### config.mk
export PLATFORM = sky130hd
export DESIGN_NAME = mem_arbiter
export DESIGN_NICKNAME = d
export VERILOG_FILES = /design/src/rtl/mem_arbiter.sv
export SDC_FILE = /design/constraint.sdc
export NUM_CORES = 1
export LEC_CHECK = 0
export CORE_AREA = 2 2 344 346
export CTS_BUF_LIST = sky130_fd_sc_hd__clkbuf_8
export DETAILED_ROUTE_END_ITERATION = 7
export DIE_AREA = 0 0 346 348
export PLACE_DENSITY = 0.3
export SYNTH_ARGS = -nofsm -noshare
export SYNTH_HDL_FRONTEND = slang
export SYNTH_SLANG_ARGS = --single-unit
### constraint.sdc
create_clock -name clk -period 4.2 [get_ports clk]
set_clock_uncertainty 0.15 [all_clocks]
set_input_delay 0.84 -clock clk [delete_from_list [all_inputs] [get_ports clk]]
set_output_delay 0.84 -clock clk [all_outputs]
set_load 0.02 [all_outputs]
### src/rtl/mem_arbiter.sv
// mem_arbiter: round-robin arbiter of I/D-cache line requests onto one pipelined memory,
// with an in-order read-ID FIFO for response routing. Define MEM_ARB_PERF_EN for perf counters.
module mem_arbiter #(
    parameter int ADDR_WIDTH      = 32,
    parameter int LINE_BYTES      = 16,
    parameter int MAX_OUTSTANDING = 10
) (
    input  logic                    clk,
    input  logic                    rstn,
    input  logic                    ic_req,
    input  logic                    ic_we,
    input  logic [ADDR_WIDTH-1:0]   ic_addr,
    input  logic [LINE_BYTES*8-1:0] ic_wdata,
    output logic                    ic_gnt,
    output logic                    ic_rvalid,
    output logic [LINE_BYTES*8-1:0] ic_rdata,
    input  logic                    dc_req,
    input  logic                    dc_we,
    input  logic [ADDR_WIDTH-1:0]   dc_addr,
    input  logic [LINE_BYTES*8-1:0] dc_wdata,
    output logic                    dc_gnt,
    output logic                    dc_rvalid,
    output logic [LINE_BYTES*8-1:0] dc_rdata,
    output logic                    mem_req,
    output logic                    mem_we,
    output logic [ADDR_WIDTH-1:0]   mem_addr,
    output logic [LINE_BYTES*8-1:0] mem_wdata,
    input  logic                    mem_gnt,
    input  logic                    mem_rvalid,
    input  logic [LINE_BYTES*8-1:0] mem_rdata,
    output logic                    arb_err
`ifdef MEM_ARB_PERF_EN
    ,
    output logic [31:0]             perf_ic_grants,
    output logic [31:0]             perf_dc_grants,
    output logic [31:0]             perf_stall_cycles
`endif
);
    localparam int PW = MAX_OUTSTANDING > 1 ? $clog2(MAX_OUTSTANDING) : 1;
    localparam int CW = $clog2(MAX_OUTSTANDING + 1);

    typedef enum logic {SRC_IC = 1'b0, SRC_DC = 1'b1} src_e;

    src_e          last_q, last_d;
    logic          id_q [MAX_OUTSTANDING];
    logic [PW-1:0] wr_q, wr_d, rd_q, rd_d;
    logic [CW-1:0] cnt_q, cnt_d;
    logic          err_q, err_d;
    logic          can_rd, ic_elig, dc_elig, sel_ic, sel_dc, acc, push, pop, head;

    function automatic logic [PW-1:0] nxt(input logic [PW-1:0] p);
        return p == PW'(MAX_OUTSTANDING - 1) ? '0 : p + PW'(1);
    endfunction

    // Full check uses the registered count only, so a same-cycle pop never frees a slot early.
    always_comb begin
        can_rd    = cnt_q < CW'(MAX_OUTSTANDING);
        ic_elig   = ic_req & (ic_we | can_rd);
        dc_elig   = dc_req & (dc_we | can_rd);
        sel_dc    = dc_elig & (!ic_elig | last_q == SRC_IC);
        sel_ic    = ic_elig & !sel_dc;
        mem_req   = sel_ic | sel_dc;
        mem_we    = sel_dc ? dc_we : sel_ic & ic_we;
        mem_addr  = sel_dc ? dc_addr : sel_ic ? ic_addr : '0;
        mem_wdata = sel_dc ? dc_wdata : sel_ic ? ic_wdata : '0;
        ic_gnt    = sel_ic & mem_gnt;
        dc_gnt    = sel_dc & mem_gnt;
        acc       = mem_req & mem_gnt;
        push      = acc & !mem_we;
        pop       = mem_rvalid & (cnt_q != '0);
        head      = id_q[rd_q];
        ic_rvalid = pop & !head;
        dc_rvalid = pop & head;
        ic_rdata  = mem_rdata;
        dc_rdata  = mem_rdata;
        last_d    = acc ? (sel_dc ? SRC_DC : SRC_IC) : last_q;
        wr_d      = push ? nxt(wr_q) : wr_q;
        rd_d      = pop ? nxt(rd_q) : rd_q;
        cnt_d     = cnt_q + CW'(push) - CW'(pop);
        err_d     = err_q | (mem_rvalid & !pop);
    end

    always_ff @(posedge clk or negedge rstn) begin
        if (!rstn) begin
            last_q <= SRC_IC;
            wr_q   <= '0;
            rd_q   <= '0;
            cnt_q  <= '0;
            err_q  <= 1'b0;
        end else begin
            last_q <= last_d;
            wr_q   <= wr_d;
            rd_q   <= rd_d;
            cnt_q  <= cnt_d;
            err_q  <= err_d;
        end
    end

    always_ff @(posedge clk) begin
        if (push) id_q[wr_q] <= sel_dc;
    end

    assign arb_err = err_q;

`ifdef MEM_ARB_PERF_EN
    logic [31:0] pic_q, pdc_q, pst_q;

    always_ff @(posedge clk or negedge rstn) begin
        if (!rstn) begin
            pic_q <= '0;
            pdc_q <= '0;
            pst_q <= '0;
        end else begin
            if (ic_gnt && pic_q != '1) pic_q <= pic_q + 32'd1;
            if (dc_gnt && pdc_q != '1) pdc_q <= pdc_q + 32'd1;
            if ((ic_req | dc_req) && !(ic_gnt | dc_gnt) && pst_q != '1) pst_q <= pst_q + 32'd1;
        end
    end

    assign perf_ic_grants    = pic_q;
    assign perf_dc_grants    = pdc_q;
    assign perf_stall_cycles = pst_q;
`endif
endmodule

# == Yosys cells after proc, flatten, opt, wreduce, memory -nomap -nowiden ==
# Memory sizes are Yosys's and may differ from the RTL's.
# Cells that the tools add are included.
# Widths: inputs -> output; s select.
# op_classes
n_addsub,4
n_mul,0
div_mod_pow,0
n_lt_le_gt_ge,1
eq_ne,2
shifts,0
mux,10
n_bitwise,19
n_reduce_logical,6
# op_table
operator,n
$mux 128,2
$mux 32,2
$and 1x1->1,13
$add 4x1->4 const B,2
$eq 4x4->1 const B,2
$mux 4,2
$logic_not 1->1,5
$or 1x1->1,5
$add 4x1->4,1
$lt 4x4->1 const B,1
$mux 1,4
$reduce_bool 4->1,1
$sub 4x1->4,1
$not 1->1,1
# totals
register_bits,14
latchBits,0
ramBits,10
mem_bits_ro,0
in_bits,456
out_inout_bits,423
wordCells,48
mem_count,1
# memory_table
memory,words,word_bits,rd,rd_clocked_by_memory_dff,write_ports,line_no,rtl
id_q,10,1,1,0,1,45,logic id_q [MAX_OUTSTANDING];

# == Depth between registers and ports, before layout ==
# depth
depth_word,14
ltp_mapped,14
depth_no_buf,12

# == Least setup slack after synthesis ==
# Ideal clock, no wire load.
# synth_path
kind,flip-flop to output port
start,reg cnt_q[2]
end,out mem_wdata[100]
arrival_ps,1969
t_required_ps,3210
slack_ps,1241
path_stages_with_launch,10
n_path_buf,3
cell_sequence,dfrtp_1 inv_1 ha_1 a21oi_2 o21a_1 buf_2 buf_2 buf_2 nand2_1 o21ai_0
# synth_via
elab_chain_cells,10
word_cells_on_any_way,12
classes_between,order compare (1); mux (2); bitwise (7); reduce/logical (2)
# synth_rtl
item,line_no,rtl
start: declaration,47,"logic [CW-1:0] cnt_q, cnt_d;"
start signal: assignment,94,cnt_q <= cnt_d;
$lt 4x4->1 (*),57,can_rd = cnt_q < CW'(MAX_OUTSTANDING);
$or 1x1->1,58,ic_elig = ic_req & (ic_we | can_rd);
$and 1x1->1,58,
$logic_not 1->1,60,sel_dc = dc_elig & (!ic_elig | last_q == SRC_IC);
$or 1x1->1,60,
$and 1x1->1,60,
$logic_not 1->1,61,sel_ic = ic_elig & !sel_dc;
$and 1x1->1,61,
$mux 128,65,mem_wdata = sel_dc ? dc_wdata : sel_ic ? ic_wdata : '0;
$mux 128 (*),65,
end: declaration,27,"output logic [LINE_BYTES*8-1:0] mem_wdata,"
# Every way passes the cells marked *; elsewhere a longest branch is shown, timed or not.

# == Final worst setup path ==
# layout_path
start,in ic_we
end,out mem_wdata[50]
# layout_via
elab_chain_cells,9
# layout_rtl
item,line_no,rtl
start: declaration,11,"input logic ic_we,"
$or 1x1->1 (*),58,
$and 1x1->1 (*),58,
$logic_not 1->1,60,
$or 1x1->1,60,
$and 1x1->1,60,
$logic_not 1->1,61,
$and 1x1->1,61,
$mux 128,65,
$mux 128 (*),65,
# Marks and branches as above.

==> results.py <==
metrics = {
    "cts": {
        "cts_buffers": 3,
        "htreeDepth": 1,
        "ctsRootBufferMaster": "clkbuf_8",
        "cts_buffer_depth": 2,
        "cts_sinks": 24,
        "cts.clk_slew.worst_paths_ns": 0.09,
        "clock_latency_ns": 0.27,
        "cts_tree": "built",
        "cts_hold_buf": 0,
        "cts_setup_buffers": 0,
    },
    "sta": {
        "finalSetupViolations": 0,
        "min_period_ns": 4.064,
        "fin_crit_sh": 0.9677,
        "worst_slack_ns": 0.1356,
        "relSlewSlack": 0.5134,
        "hold_viol": 0,
        "fmax_mhz": 246.0,
        "maxSlewViolCount": 0,
        "tightest_slew_ns": 0.7275,
        "rsz0062_at_grt": "no",
    },
    "power_and_ir_drop": {
        "power_frac_comb": 0.864,
        "totalPowerFinal_mw": 4.319,
        "seqPwrFrac": 0.103,
        "p_leak_nw": 4.004,
        "sw_frac_of_total": 0.5061,
        "clkPwrFrac": 0.033,
        "ir_drop_mv": 0.1286,
        "p_sw_mw": 2.186,
        "power.internal_mw": 2.133,
        "power_density_nw_per_um2": 391.9,
    },
    "synthesis": {
        "yosys.area.top_type_share": 0.3604,
        "synth-main-ff-cell": "dfrtp_1",
        "postSynthNetCount": 1375,
        "yosys.cell_types.count": 41,
        "syn_area_um2": 5542,
        "yosys_register_bits": 24,
        "synth-edff-count": 10,
        "synthArstFlopShare": 0.5833,
        "synth-seq-area-share": 0.1174,
        "syn_avg_cell_area_um2": 6.083,
        "synthTopCellsByArea": "buf_4 36%, nand2_1 22%, o21ai_0 15%",
        "synthCells": 911,
        "yosysWarnings": 0,
        "yosysTopAreaCell": "buf_4",
    },
    "critical_path": {
        "path_cells": "clkdlybuf4s50_1 > o211a_1 > nor2_4 > buf_12 > o21ai_0 > clkdlybuf4s50_1",
        "end_kind": "output port",
        "reg2reg_depth": 14,
        "cp.required_ns": 3.21,
        "critPathKind": "primary input to output port",
        "crit_family": "buffers and inverters",
        "crit_slowest_cell": "clkdlybuf4s50_1",
        "crit_cells": 6,
        "arrival_ns": 3.07,
        "cp_common_cell": "clkdlybuf4s50_1",
        "cp_num_buf_inv": 3,
        "critPathMaxFanout": 31,
        "critPathMaxStageDelay_ns": 0.74,
        "startpoint_type": "primary input",
    },
    "drt": {
        "drtPass1Iterations": 4,
        "drtIter0Drc": 282,
        "drc": 0,
        "wl_per_cell_um": 19.84,
        "routed_wl_mm": 53.26,
        "via_per_inst": 2.447,
        "ant_nets": 0,
        "via_count": 6567,
    },
    "die": {
        "start_util": 0.04737,
        "dieArea_um2": 120400,
        "core_um2": 117000,
        "die_y_um": 348,
        "rows": 126,
        "io_pins": 879,
        "die-width_um": 346,
    },
    "layout": {
        "ff_latch_area_um2": 650.6,
        "fillers": 13760,
        "layout_common_cells": "435 x clkdlybuf4s50_1, 330 x nand2_1, 162 x o21ai_0, 53 x buf_4, 30 x buf_12",
        "fin_area_um2": 11020,
        "area_delta_synth_final_pct": 98.85,
        "multi_input_area_um2": 2648,
        "layout-drive-gt1-share": 0.09162,
        "final_common_cell": "clkdlybuf4s50_1",
        "final_cells": 2684,
        "post-route-util": 0.09420,
        "num-nets-final": 1611,
    },
    "global_route": {
        "grt_pass1_wl_mm": 67.59,
        "grt_max_degree": 59,
        "grt_pass1_vias": 6735,
        "grt.total_usage": 0.08334,
        "antenna_found_initial": 21,
        "grt_overflow_total": 0,
    },
    "flow_run": {
        "maxCapViolCount": 0,
    },
    "place": {
        "place_inst": 2678,
        "dp_hpwl_mm": 48.62,
        "port_buffers": 494,
        "gp_congestion": 0.7627,
        "place_area_um2": 10880,
        "pre_cts_ws_ns": -0.1126,
    },
    "hold_path": {
        "holdPathStages": 1,
        "hp-class": "flop to flop",
    },
    "status": {
        "status": "complete, no violations",
    },
}
[kinds of logic (layout without fill, tap and decap cells)]
| logic type | count (synthesis) | count (layout) | synth area share |
|---|---|---|---|
| other | 0 | 2 | 0 |
| adder cells (fa/ha/maj) | 8 | 8 | 0.01942 |
| flip-flops | 24 | 24 | 0.1174 |
| multiplexers | 6 | 6 | 0.01558 |
| buffers and inverters | 325 | 560 | 0.4078 |
| XOR/XNOR | 6 | 6 | 0.009483 |
| AO/OA/AOI/OAI | 183 | 183 | 0.1759 |
| AND/OR/NAND/NOR | 359 | 359 | 0.2545 |
[worst reg2reg max path: stages (launching register included)]
cell and delay (ns):
dfrtp_1 0.36, inv_1 0.08, ha_1 0.21, a21oi_2 0.36, o211a_1 0.26, nor2_4 0.06
buf_4 0.17, buf_4 0.18, o21ai_2 0.46, ha_1 0.34, inv_1 0.06, ha_1 0.15
inv_1 0.06, fa_1 0.40, xnor2_1 0.14
[synthesized netlist by cell type, types with 2 or more instances]
master     instances
edfxtp_1          10
o21ai_2            2
a22o_1             2
ha_1               7
o21ai_0          163
o2111ai_1          2
xnor2_1            5
dfrtp_1           14
a21o_1             4
inv_1             10
a21oi_1            3
mux4_2             2
mux2i_1            3
buf_1              2
nand2b_1           6
nor3_1             6
buf_2             21
nor2_1             3
and2_1             3
buf_6              2
nand2_1          330
buf_4            266
nor4_1             4
clkbuf_1          24
[per-stage QoR]
stage               setup TNS, ns  hold slack (ns)
finish                          0           0.3610
global route                    0           0.3986
CTS                             0           0.3781
detailed placement        -0.1126           0.3568
global placement         -0.03706           0.3543
floorplan                       0           0.3225
[registers in the layout (all words and copies together) (netlist names)]
register,cells
cnt_q,4
arb_err,1
last_q,1
wr_q,4
id_q,10
rd_q,4
[layout make-up]
type                       count  area share
timing repair buffer         546      0.5183
clock buffer                   3    0.003747
antenna                        2   0.0004542
clock inverter                 1   0.0003406
tap                         1536      0.1744
sequential                    24     0.05904
multi-input combinational    562      0.2403
inverter                      10    0.003406
[final timing paths]
check,startpoint,endpoint,slack [ns]
max,ic_we,mem_wdata[50],0.14
min in group asynchronous,rstn,last_q,0.85
min,arb_err,arb_err,0.36
min reg2reg,arb_err,arb_err,0.36
max reg2reg,cnt_q[2],cnt_q[2],0.65
max in group asynchronous,rstn,rd_q[3],2.60
[routing by layer]
layer / track usage / vias to the layer above / part of all wire
met3: 0.08927 / 34 / 0.24
met4: 0.003743 / 30 / 0.0028
met1: 0.08396 / 2752 / 0.34
met5: 0 / - / 0.0036
li1: - / 3121 / -
met2: 0.1231 / 630 / 0.42
[power by group through the flow]
stage	Combinational, mW	Sequential [mW]	Clock (mW)
finish	3.73	0.445	0.143
global route	4.09	0.467	0.160
CTS	3.86	0.449	0.150
detailed placement	3.84	0.453	0
global placement	3.86	0.456	0
floorplan	2.05	0.390	0
[repair_timing]
item | CTS | global route
gates cloned | 0 | 0
resized for setup | 2 | 28
endpoints found under the setup margin | 1 | 46
Power figures use the tool's default switching activity.
